**config.mk**
```make
export PLATFORM = sky130hd
export DESIGN_NAME = control_sequencer
export DESIGN_NICKNAME = d
export VERILOG_FILES = /design/src/rtl/control_sequencer.sv
export SDC_FILE = /design/constraint.sdc
export NUM_CORES = 1
export LEC_CHECK = 0
export CAP_MARGIN = 20
export CORE_MARGIN = 10
export CORE_UTILIZATION = 40
export CTS_CLUSTER_DIAMETER = 200
export DETAILED_ROUTE_END_ITERATION = 8
export GPL_TIMING_DRIVEN = 1
export PLACE_DENSITY = 0.8
export SLEW_MARGIN = 40
export SYNTH_ARGS = -nofsm -noshare
export SYNTH_HDL_FRONTEND = slang
export SYNTH_SLANG_ARGS = --single-unit
export TNS_END_PERCENT = 100
```
**constraint.sdc**
```tcl
create_clock -name clock -period 4.1 [get_ports clock]
set_input_delay 0.82 -clock clock [delete_from_list [all_inputs] [get_ports clock]]
set_output_delay 0.82 -clock clock [all_outputs]
set_load 0.02 [all_outputs]
```
**src/rtl/control_sequencer.sv**
```systemverilog
// control_sequencer: hardwired Moore control unit for the Mini SRC CPU datapath.
// Define CU_MULDIV_EN to execute mul/div; without it opcodes 15/16 retire as nop.
module control_sequencer #(
    parameter int OPW  = 5,
    parameter int SELW = 5
) (
    input  logic            clock,
    input  logic            clear,
    input  logic [31:0]     IR,
    input  logic            CON_out,
    output logic            e_PC,
    output logic            incPC,
    output logic            e_IR,
    output logic            e_Y,
    output logic            e_Z,
    output logic            e_HI,
    output logic            e_LO,
    output logic            e_MDR,
    output logic            e_MAR,
    output logic            e_OutPort,
    output logic            e_InPort,
    output logic            e_CON_FF,
    output logic            ram_read,
    output logic            ram_write,
    output logic            MDR_read,
    output logic [3:0]      ALU_op,
    output logic [SELW-1:0] BusDataSelect,
    output logic            Gra,
    output logic            Grb,
    output logic            Grc,
    output logic            e_Rin,
    output logic            e_Rout,
    output logic            BAout,
    output logic            imm_sel,
    output logic            run
);

`ifdef CU_MULDIV_EN
    localparam bit MULDIV = 1'b1;
`else
    localparam bit MULDIV = 1'b0;
`endif

    typedef enum logic [3:0] {
        T0   = 4'd0,
        T1   = 4'd1,
        T2   = 4'd2,
        T3   = 4'd3,
        T4   = 4'd4,
        T5   = 4'd5,
        T6   = 4'd6,
        T7   = 4'd7,
        HALT = 4'd8
    } state_t;

    localparam logic [OPW-1:0] OP_LD   = OPW'(0);
    localparam logic [OPW-1:0] OP_LDI  = OPW'(1);
    localparam logic [OPW-1:0] OP_ST   = OPW'(2);
    localparam logic [OPW-1:0] OP_ADD  = OPW'(3);
    localparam logic [OPW-1:0] OP_SHL  = OPW'(11);
    localparam logic [OPW-1:0] OP_ADDI = OPW'(12);
    localparam logic [OPW-1:0] OP_ORI  = OPW'(14);
    localparam logic [OPW-1:0] OP_DIV  = OPW'(15);
    localparam logic [OPW-1:0] OP_MUL  = OPW'(16);
    localparam logic [OPW-1:0] OP_NEG  = OPW'(17);
    localparam logic [OPW-1:0] OP_NOT  = OPW'(18);
    localparam logic [OPW-1:0] OP_BR   = OPW'(19);
    localparam logic [OPW-1:0] OP_JR   = OPW'(20);
    localparam logic [OPW-1:0] OP_IN   = OPW'(22);
    localparam logic [OPW-1:0] OP_OUT  = OPW'(23);
    localparam logic [OPW-1:0] OP_MFHI = OPW'(24);
    localparam logic [OPW-1:0] OP_MFLO = OPW'(25);
    localparam logic [OPW-1:0] OP_HALT = OPW'(27);

    localparam logic [SELW-1:0] SEL_NONE = SELW'(0);
    localparam logic [SELW-1:0] SEL_HI   = SELW'(16);
    localparam logic [SELW-1:0] SEL_LO   = SELW'(17);
    localparam logic [SELW-1:0] SEL_ZHI  = SELW'(18);
    localparam logic [SELW-1:0] SEL_ZLO  = SELW'(19);
    localparam logic [SELW-1:0] SEL_PC   = SELW'(20);
    localparam logic [SELW-1:0] SEL_MDR  = SELW'(21);
    localparam logic [SELW-1:0] SEL_INP  = SELW'(22);

    localparam logic [3:0] ALU_ADD = 4'd0;

    state_t         state_q;
    state_t         state_d;
    logic [OPW-1:0] op;
    logic [3:0]     ra;
    logic [3:0]     rb;
    logic [3:0]     rc;
    logic [2:0]     step;
    logic [2:0]     last_step;
    logic           unused_ir;

    logic is_alu, is_imm, is_unary, is_md, is_ldi, is_ld, is_st, is_br;
    logic is_jr, is_in, is_out, is_mfhi, is_mflo;

    // Per-state micro-op terms, merged into the bus/encoder outputs below
    logic           src_ra, src_rb, src_rc, dst_ra;
    logic [SELW-1:0] fix_sel;

    function automatic logic [3:0] alu_code(input logic [OPW-1:0] o);
        case (int'(o))
            3, 12:   alu_code = 4'd0;
            4:       alu_code = 4'd1;
            5, 13:   alu_code = 4'd2;
            6, 14:   alu_code = 4'd3;
            7:       alu_code = 4'd7;
            8:       alu_code = 4'd8;
            9:       alu_code = 4'd4;
            10:      alu_code = 4'd5;
            11:      alu_code = 4'd6;
            15:      alu_code = 4'd10;
            16:      alu_code = 4'd9;
            17:      alu_code = 4'd11;
            18:      alu_code = 4'd12;
            default: alu_code = 4'd0;
        endcase
    endfunction

    function automatic logic [SELW-1:0] gp_sel(input logic [3:0] f);
        gp_sel = SELW'(f);
    endfunction

    assign op        = IR[31 -: OPW];
    assign ra        = IR[26:23];
    assign rb        = IR[22:19];
    assign rc        = IR[18:15];
    assign unused_ir = ^IR[14:0];
    assign step      = state_q[2:0];

    assign is_alu   = (op >= OP_ADD) && (op <= OP_SHL);
    assign is_imm   = (op >= OP_ADDI) && (op <= OP_ORI);
    assign is_unary = (op == OP_NEG) || (op == OP_NOT);
    assign is_md    = MULDIV && ((op == OP_DIV) || (op == OP_MUL));
    assign is_ldi   = (op == OP_LDI);
    assign is_ld    = (op == OP_LD);
    assign is_st    = (op == OP_ST);
    assign is_br    = (op == OP_BR);
    assign is_jr    = (op == OP_JR);
    assign is_in    = (op == OP_IN);
    assign is_out   = (op == OP_OUT);
    assign is_mfhi  = (op == OP_MFHI);
    assign is_mflo  = (op == OP_MFLO);

    // Final T-step of each instruction class; everything unlisted retires after fetch
    always_comb begin
        last_step = 3'd2;
        if (is_jr || is_in || is_out || is_mfhi || is_mflo) begin
            last_step = 3'd3;
        end else if (is_unary) begin
            last_step = 3'd4;
        end else if (is_alu || is_imm || is_ldi) begin
            last_step = 3'd5;
        end else if (is_md || is_st || is_br) begin
            last_step = 3'd6;
        end else if (is_ld) begin
            last_step = 3'd7;
        end
    end

    always_comb begin
        state_d = state_q;
        if (state_q == HALT) begin
            state_d = HALT;
        end else if ((state_q == T2) && (op == OP_HALT)) begin
            state_d = HALT;
        end else if (step == last_step) begin
            state_d = T0;
        end else begin
            state_d = state_t'(state_q + 4'd1);
        end
    end

    always_ff @(posedge clock) begin
        if (!clear) begin
            state_q <= T0;
        end else begin
            state_q <= state_d;
        end
    end

    // Moore decode; everything idles while clear is low so an aborted write never escapes
    always_comb begin
        e_PC      = 1'b0;
        incPC     = 1'b0;
        e_IR      = 1'b0;
        e_Y       = 1'b0;
        e_Z       = 1'b0;
        e_HI      = 1'b0;
        e_LO      = 1'b0;
        e_MDR     = 1'b0;
        e_MAR     = 1'b0;
        e_OutPort = 1'b0;
        e_InPort  = 1'b0;
        e_CON_FF  = 1'b0;
        ram_read  = 1'b0;
        ram_write = 1'b0;
        MDR_read  = 1'b0;
        ALU_op    = ALU_ADD;
        BAout     = 1'b0;
        imm_sel   = 1'b0;
        src_ra    = 1'b0;
        src_rb    = 1'b0;
        src_rc    = 1'b0;
        dst_ra    = 1'b0;
        fix_sel   = SEL_NONE;
        run       = !(clear && (state_q == HALT));

        if (clear) begin
            case (state_q)
                T0: begin
                    fix_sel = SEL_PC;
                    e_MAR   = 1'b1;
                    incPC   = 1'b1;
                    e_PC    = 1'b1;
                end
                T1: begin
                    ram_read = 1'b1;
                    MDR_read = 1'b1;
                    e_MDR    = 1'b1;
                end
                T2: begin
                    fix_sel = SEL_MDR;
                    e_IR    = 1'b1;
                end
                T3: begin
                    if (is_alu || is_imm) begin
                        src_rb = 1'b1;
                        e_Y    = 1'b1;
                    end else if (is_unary) begin
                        src_rb = 1'b1;
                        ALU_op = alu_code(op);
                        e_Z    = 1'b1;
                    end else if (is_md) begin
                        src_ra = 1'b1;
                        e_Y    = 1'b1;
                    end else if (is_ldi || is_ld || is_st) begin
                        src_rb = 1'b1;
                        BAout  = 1'b1;
                        e_Y    = 1'b1;
                    end else if (is_br) begin
                        src_ra   = 1'b1;
                        e_CON_FF = 1'b1;
                    end else if (is_jr) begin
                        src_ra = 1'b1;
                        e_PC   = 1'b1;
                    end else if (is_in) begin
                        fix_sel = SEL_INP;
                        dst_ra  = 1'b1;
                    end else if (is_out) begin
                        src_ra    = 1'b1;
                        e_OutPort = 1'b1;
                    end else if (is_mfhi) begin
                        fix_sel = SEL_HI;
                        dst_ra  = 1'b1;
                    end else if (is_mflo) begin
                        fix_sel = SEL_LO;
                        dst_ra  = 1'b1;
                    end
                end
                T4: begin
                    if (is_alu) begin
                        src_rc = 1'b1;
                        ALU_op = alu_code(op);
                        e_Z    = 1'b1;
                    end else if (is_imm) begin
                        imm_sel = 1'b1;
                        ALU_op  = alu_code(op);
                        e_Z     = 1'b1;
                    end else if (is_unary) begin
                        fix_sel = SEL_ZLO;
                        dst_ra  = 1'b1;
                    end else if (is_md) begin
                        src_rb = 1'b1;
                        ALU_op = alu_code(op);
                        e_Z    = 1'b1;
                    end else if (is_ldi || is_ld || is_st) begin
                        imm_sel = 1'b1;
                        ALU_op  = ALU_ADD;
                        e_Z     = 1'b1;
                    end else if (is_br) begin
                        fix_sel = SEL_PC;
                        e_Y     = 1'b1;
                    end
                end
                T5: begin
                    if (is_alu || is_imm || is_ldi) begin
                        fix_sel = SEL_ZLO;
                        dst_ra  = 1'b1;
                    end else if (is_md) begin
                        fix_sel = SEL_ZLO;
                        e_LO    = 1'b1;
                    end else if (is_ld || is_st) begin
                        fix_sel = SEL_ZLO;
                        e_MAR   = 1'b1;
                    end else if (is_br) begin
                        imm_sel = 1'b1;
                        ALU_op  = ALU_ADD;
                        e_Z     = 1'b1;
                    end
                end
                T6: begin
                    if (is_md) begin
                        fix_sel = SEL_ZHI;
                        e_HI    = 1'b1;
                    end else if (is_ld) begin
                        ram_read = 1'b1;
                        MDR_read = 1'b1;
                        e_MDR    = 1'b1;
                    end else if (is_st) begin
                        src_ra    = 1'b1;
                        ram_write = 1'b1;
                    end else if (is_br) begin
                        fix_sel = SEL_ZLO;
                        e_PC    = CON_out;
                    end
                end
                T7: begin
                    if (is_ld) begin
                        fix_sel = SEL_MDR;
                        dst_ra  = 1'b1;
                    end
                end
                default: begin
                end
            endcase
        end
    end

    // A GP register on the bus is encoded from its IR field with Rout and the matching Gr*
    always_comb begin
        Gra    = src_ra | dst_ra;
        Grb    = src_rb;
        Grc    = src_rc;
        e_Rin  = dst_ra;
        e_Rout = src_ra | src_rb | src_rc;
        if (src_ra) begin
            BusDataSelect = gp_sel(ra);
        end else if (src_rb) begin
            BusDataSelect = gp_sel(rb);
        end else if (src_rc) begin
            BusDataSelect = gp_sel(rc);
        end else begin
            BusDataSelect = fix_sel;
        end
    end

endmodule
```
==> flow_metrics.env, run 1 <==
export IMPL_status="finished clean"
export IMPL_critPathKind="in -> out"
export IMPL_grt_ovfl_total=0
export IMPL_fillerInstances=338
export IMPL_wl_mm=5.10
export IMPL_num_rows=21
export IMPL_end_kind="primary output"
export IMPL_synth_area_um2=1360
export IMPL_cp_top_family="buffers and inverters"
export IMPL_netlist_area_leader_share_pct=6.61
export IMPL_initial_core_util_pct=41.2
export IMPL_layout_cells_non_filler=315
export IMPL_nNetsFinal=310
export IMPL_grt_usage_pct=15.7
export IMPL_synth_edf_count=0
export IMPL_setup_viol=0
export IMPL_r2r_start="state_q[0]"
export IMPL_grt_pass1_wl_mm=8.25
export IMPL_grt_max_degree=23
export IMPL_irDropWorstVdd_mv=0.154
export IMPL_path_depth=8
export IMPL_ys_seq_area_share_pct=5.88
export IMPL_maxSlewViolCount=0
export IMPL_timing_final_crit_share_pct=95.2
export IMPL_reg2reg_to="state_q[3]"
export IMPL_cts_root_buf="clkbuf_4"
export IMPL_core_area_um2=3310
export IMPL_syn_area_per_cell_um2=6.46
export IMPL_relSlewSlack_pct=64.1
export IMPL_io_pins=67
export IMPL_synth_top_area_cell="a21oi_1"
export IMPL_ys_ff_latch=4
export IMPL_cts_sinks=4
export IMPL_holdPathStages=3
export IMPL_yosys_most_used_dff="dfxtp_1"
export IMPL_switching_share_pct=48.3
export IMPL_async_flop_share_pct=0
export IMPL_layout_commonest_cell="clkdlybuf4s50_1"
export IMPL_area_delta_synth_final_pct=50.3
export IMPL_layout_drive_gt1_share_pct=13.8
export IMPL_rsz0062_at_grt="no"
export IMPL_fin_setup_tns_ps=0
export IMPL_yosysWarnings=0
export IMPL_post_cts_buffers=0
export IMPL_required_ps=3280
export IMPL_cp_max_fo=7
export IMPL_drt_iter0_drc=243
export IMPL_route_detailed_drc=0
export IMPL_cpPeakStageDelay_ps=620
export IMPL_ys_types=61
export IMPL_die_w_um=78.4
export IMPL_die_height_um=78.4
export IMPL_hpwlAfterDp_mm=4.06
export IMPL_cap_violations=0
export IMPL_arrival_ps=3080
export IMPL_ant_nets=0
export IMPL_cts_made_buffers=3
export IMPL_hold_slack_ps=696
export IMPL_power_switching_uw=208
export IMPL_min_from="state_q[0]"
export IMPL_hold_viol=0
export IMPL_clkTransAtPathRegs_ps=40
export IMPL_vias=1806
export IMPL_multiInputGateArea_um2=1150
export IMPL_period_minus_slack_ps=3900
export IMPL_cts_resized=0
export IMPL_whs_endpoint="state_q[0]"
export IMPL_rr_worst_depth=7
export IMPL_crit_buf_inv=3
export IMPL_reg2reg_slack_ps=1980
export IMPL_drt_pass1_iter_count=4
export IMPL_clock_path_buffers=2
export IMPL_fmax_ghz=0.256
export IMPL_diodes=0
export IMPL_skew_ps=3.17
export IMPL_largestRegisters="state_q x4"
export IMPL_gp_congestion=0.934
export IMPL_holdCritPathClass="reg -> reg"
export IMPL_cpMaxStageDelayCell="clkdlybuf4s50_1"
export IMPL_register_area_um2=80.1
export IMPL_synthTopCellsByArea="a21oi_1 (6.6%), dfxtp_1 (5.9%), nand2_1 (5.8%)"
export IMPL_mostFrequentLayoutCells="clkdlybuf4s50_1 (43), buf_4 (22), nand2_1 (21)"
export IMPL_die_area_um2=6140
export IMPL_p_leak_nw=0.859
export IMPL_numPortBuffers=48
export IMPL_tightest_slew_ps=537
export IMPL_comb_power_share_pct=74.8
export IMPL_start_kind="input pin"
export IMPL_cts_hold_buffers=0
export IMPL_seq_power_share_pct=13.3
export IMPL_cp_cell_sequence="clkdlybuf4s50_1 -> buf_4 -> nor2b_1 -> a22oi_1 -> o22ai_1 -> a21oi_1 -> o21bai_1 -> clkdlybuf4s50_1"
export IMPL_wl_per_cell_um=16.2
export IMPL_largest_reg_flops=4
export IMPL_clock_latency_ps=240
export IMPL_htreeDepth=1
export IMPL_syn_inst=211
export IMPL_dp_cells=312
export IMPL_viasPerCell=5.73
export IMPL_registers_top_by_ff_count="state_q"
export IMPL_cp_common_cell="clkdlybuf4s50_1"
export IMPL_power_density_nw_per_um2=211
export IMPL_p_int_uw=223
export IMPL_grt_pass1_vias=1718
export IMPL_p_clk_share_pct=11.9
export IMPL_antenna_found_initial=0
export IMPL_cts_tree="done"
worst register-to-register path, cell delays in order (launching register included):
cell	delay, ps
dfxtp_1	330
inv_1	150
ha_1	380
nand3_1	120
or4b_1	490
a21o_1	250
a21o_1	180
a41oi_1	150
metrics by stage:
step	worst slack, ps	cell area, um^2	utilization (%)	power, mW
finish	196	2050	61.9	0.432
global route	2.82	2050	61.9	0.463
detailed placement	40.9	2010	60.7	0.380
floorplan	942	1370	-	0.262
CTS	40.6	2030	61.4	0.434
global placement	56.4	2010	60.7	0.375
worst max-delay path by stage:
stage          slack (ps)               end   start
2_1_floorplan         940  BusDataSelect[2]  IR[31]
5_1_grt                 3         ALU_op[1]  IR[30]
3_3_place_gp           60  BusDataSelect[0]  IR[30]
6_report              200               Gra  IR[27]
3_5_place_dp           40  BusDataSelect[0]  IR[30]
4_1_cts                40  BusDataSelect[0]  IR[30]
logic make-up after synthesis:
kind of cell,Yosys count,synth area share [%]
adders and majority gates,4,3.67
other,1,0.275
AOI/OAI and AO/OA,68,33.9
xor gates and xnor gates,5,3.77
buffers and inverters,30,10.6
DFF,4,5.88
and+or+nand+nor,99,42.0
power groups by stage:
stage	Clock, mW	Combinational [mW]	Sequential (mW)
after global placement	0	0.318	0.0572
after global routing	0.0543	0.349	0.0593
final	0.0514	0.323	0.0573
after CTS	0.0534	0.323	0.0571
after detailed placement	0	0.322	0.0578
after floorplan	0	0.210	0.0518
layer usage:
metal	GRT usage [%]	vias to the layer above	wire length (um)
li1	-	896	-
met1	19.9	805	2230
met2	26.4	97	2420
met3	3.08	8	378
met4	4.12	0	65
met5	0	-	0
Yosys cell counts (3+ instances only):
cell        n
nor3b_1     3
nand2_1    21
nand4_1     3
dfxtp_1     4
buf_2       7
nand3b_1    4
nor2b_1     4
nand3_1    11
nand2b_1    3
xor2_1      3
a2bb2oi_1   3
nor2_1     20
buf_4       6
clkbuf_1    4
ha_1        4
inv_1      10
and2b_1     3
a31oi_1     5
o21ai_0    14
nor3_1      6
a21oi_1    18
layout make-up:
| cell class | count | area share (%) |
|---|---|---|
| well taps | 46 | 2.81 |
| flip-flops and latches | 4 | 3.91 |
| multi-input cells | 179 | 56.1 |
| clock buffers | 3 | 1.10 |
| inverters | 11 | 2.02 |
| repair buffers | 72 | 34.1 |
Note: power is estimated with default switching activity, not from simulation.
==> run 2: changes to the inputs <==
--- a/config.mk
+++ b/config.mk
@@ -12,7 +12,6 @@
 export DETAILED_ROUTE_END_ITERATION = 8
 export GPL_TIMING_DRIVEN = 1
 export PLACE_DENSITY = 0.8
-export SLEW_MARGIN = 40
 export SYNTH_ARGS = -nofsm -noshare
 export SYNTH_HDL_FRONTEND = slang
 export SYNTH_SLANG_ARGS = --single-unit
==> results of run 2 <==
Same layout as run 1: the final DEF is identical, and so are final timing and power.
==> variant: new RTL, config.mk and constraints of run 1 <==
Register the input `IR` before use, without a reset. The logic sees it one clock later. The other inputs are not delayed to match.
--- a/src/rtl/control_sequencer.sv
+++ b/src/rtl/control_sequencer.sv
@@ -83,6 +83,12 @@
 
     localparam logic [3:0] ALU_ADD = 4'd0;
 
+    logic [31:0] IR_q;
+
+    always_ff @(posedge clock) begin
+        IR_q <= IR;
+    end
+
     state_t         state_q;
     state_t         state_d;
     logic [OPW-1:0] op;
@@ -123,11 +129,11 @@
         gp_sel = SELW'(f);
     endfunction
 
-    assign op        = IR[31 -: OPW];
-    assign ra        = IR[26:23];
-    assign rb        = IR[22:19];
-    assign rc        = IR[18:15];
-    assign unused_ir = ^IR[14:0];
+    assign op        = IR_q[31 -: OPW];
+    assign ra        = IR_q[26:23];
+    assign rb        = IR_q[22:19];
+    assign rc        = IR_q[18:15];
+    assign unused_ir = ^IR_q[14:0];
     assign step      = state_q[2:0];
 
     assign is_alu   = (op >= OP_ADD) && (op <= OP_SHL);
Formal check against the unedited RTL: not equivalent (a bounded check fails within 4 cycles, from zero or initial values).
==> variant against run 1 <==
Count of clock-buffer cells in the layout is the same; combinational power shrank 24%; routed wire length up 6.6%; worst hold slack worse by 46 ps; fmax hardly changed; synthesized area rose by 32%; sequential cell count increased by 21; die area up 24%; synthesized cell count is 9.5% higher; cell area grew 16%; worst setup slack better by 1.1 ps; register-to-register slack better by 30 ps; total power rose by 56%; highest routed layer unchanged.
==> variant: results (changes against run 1) <==
[run_status]
outcome = complete, no violations  ; unchanged

[global_route]
grtUsageTotal_pct = 13.6  ; was 15.7%
grt_pass1_vias = 1813  ; was 1718
antenna_found_initial = 0  ; unchanged
grt_max_degree = 24  ; was 23
grt_first_pass_wirelength_um = 8590  ; was 8250 µm

[yosys]
synth_seq_area_share_pct = 27.8  ; was 5.88%
yosysWarnings = 0  ; unchanged
ys_top_cells_by_area = dfxtp_1 28%, a21oi_1 3.6%, nor2_1 3.5%  ; was a21oi_1 6.6%, dfxtp_1 5.9%, nand2_1 5.8%
synthTopCellsByCount = 25 x dfxtp_1, 17 x nor2_1, 16 x nand2_1  ; was 21 x nand2_1, 20 x nor2_1, 18 x a21oi_1
synth-async-reset-ratio_pct = 0  ; unchanged
synth-edff-count = 0  ; unchanged
ys_types = 62  ; was 61

[cts]
root_buffer = clkbuf_8  ; was clkbuf_4
clockBufferDepth = 2  ; unchanged
clock_latency_ps = 270  ; was 240 ps
cts_setup_buffers = 0  ; unchanged
cts-htree-levels = 1  ; unchanged
path_clk_slew_ps = 90  ; was 40 ps

[timing]
holdWs_ps = 649  ; was 696 ps
skew_ps = 0.571  ; was 3.17 ps
slew_headroom_pct = 49.8  ; was 64.1%

[pwr]
seq_power_uw = 278  ; was 57.3 µW
leakage_uw = 0.000916  ; was 0.000859 µW
max-vdd-ir-drop_uv = 126  ; was 154 µV
p_clk_uw = 151  ; was 51.4 µW
p_int_uw = 438  ; was 223 µW

[drt]
totalWireLength_um = 5430  ; was 5100 µm
first_iter_violations = 235  ; was 243
first_pass_iters = 5  ; was 4
viasPerCell = 5.92  ; was 5.73

[critical_path]
r2r-start = IR_q[28]$_DFF_P_  ; was state_q[0]$_SDFF_PP0_
worstPathMaxFanout = 5  ; was 7
slowest_stage = clkdlybuf4s50_1  ; unchanged
r2r_cells = 6  ; was 7
cp.arrival_ps = 3080  ; about the same
r2r_slack_ps = 2010  ; was 1980 ps
rr_endpoint = state_q[2]$_SDFF_PP0_  ; was state_q[3]$_SDFF_PN0_
cp_top_family = buffers and inverters  ; unchanged
max_stage_delay_ps = 640  ; was 620 ps

[cells_and_area]
nets = 315  ; was 310
drive_gt1_share_pct = 9.09  ; was 13.8%
nFillCells = 406  ; was 338
n_antenna_cell = 0  ; unchanged

[placed_design]
gp_congestion = 0.961  ; was 0.934
io_buffers = 48  ; unchanged
hpwlAfterDp_um = 4150  ; was 4060 µm

[min_path]
hold_path_startpoint = state_q[0]$_SDFF_PP0_  ; unchanged
min_to = state_q[0]$_SDFF_PP0_  ; unchanged
min_path_cells = 2  ; was 3

==> variant: changes by cell type in the layout (fill, tap and decap cells not counted), moves of 6 or more <==
| cell | delta |
|---|---|
| and2_1 | +7 |
| dfxtp_1 | +21 |
| o21ai_0 | -6 |
| buf_4 | -12 |
==> variant: worst max-delay path by stage <==
stage / startpoint / end / slack (ps) / cells past startpoint
finish: clear / BusDataSelect[2] / 200 / 8
global route: state_q[1]$_SDFF_PP0_ / BusDataSelect[1] / 20 / 8
CTS: clear / BusDataSelect[2] / 200 / 8
detailed placement: clear / BusDataSelect[2] / 210 / 8
global placement: clear / BusDataSelect[2] / 240 / 8
floorplan: clear / BusDataSelect[3] / 1070 / 4
==> variant: stage by stage <==
step                power, µW  worst slack, ps  cells  instance area (µm²)  util, %
floorplan                 434             1070    233                 1810        -
global placement          518              236    323                 2320     53.2
detailed placement        524              210    323                 2320     53.2
CTS                       677              198    327                 2370     54.4
global route              711             22.3    327                 2370     54.4
finish                    674              197    327                 2370     54.4
==> variant: cell families after synthesis <==
group / after synthesis / synth area share (%)
AO/OA/AOI/OAI: 69 / 27.2
AND/OR/NAND/NOR: 98 / 31.7
multiplexers: 1 / 0.625
buffers and inverters: 30 / 8.20
other: 1 / 0.208
adder cells (fa/ha/maj): 4 / 2.78
XOR/XNOR: 3 / 1.46
flip-flops: 25 / 27.8
==> variant: per-layer routing <==
metal  share of wire (%)  GRT usage, %
met5                   0             0
met4                0.88          4.64
met3                 9.3          3.28
met1                  40          16.3
met2                  50          23.0
==> variant: cell type report <==
class                           instances  share of cell area (%)
Sequential cell                        25                    21.1
Inverter                               10                    1.59
Tap cell                               52                    2.75
Clock buffer                            3                    1.74
Timing Repair Buffer                   58                    23.5
Multi-Input combinational cell        178                    49.0
Clock inverter                          1                   0.317
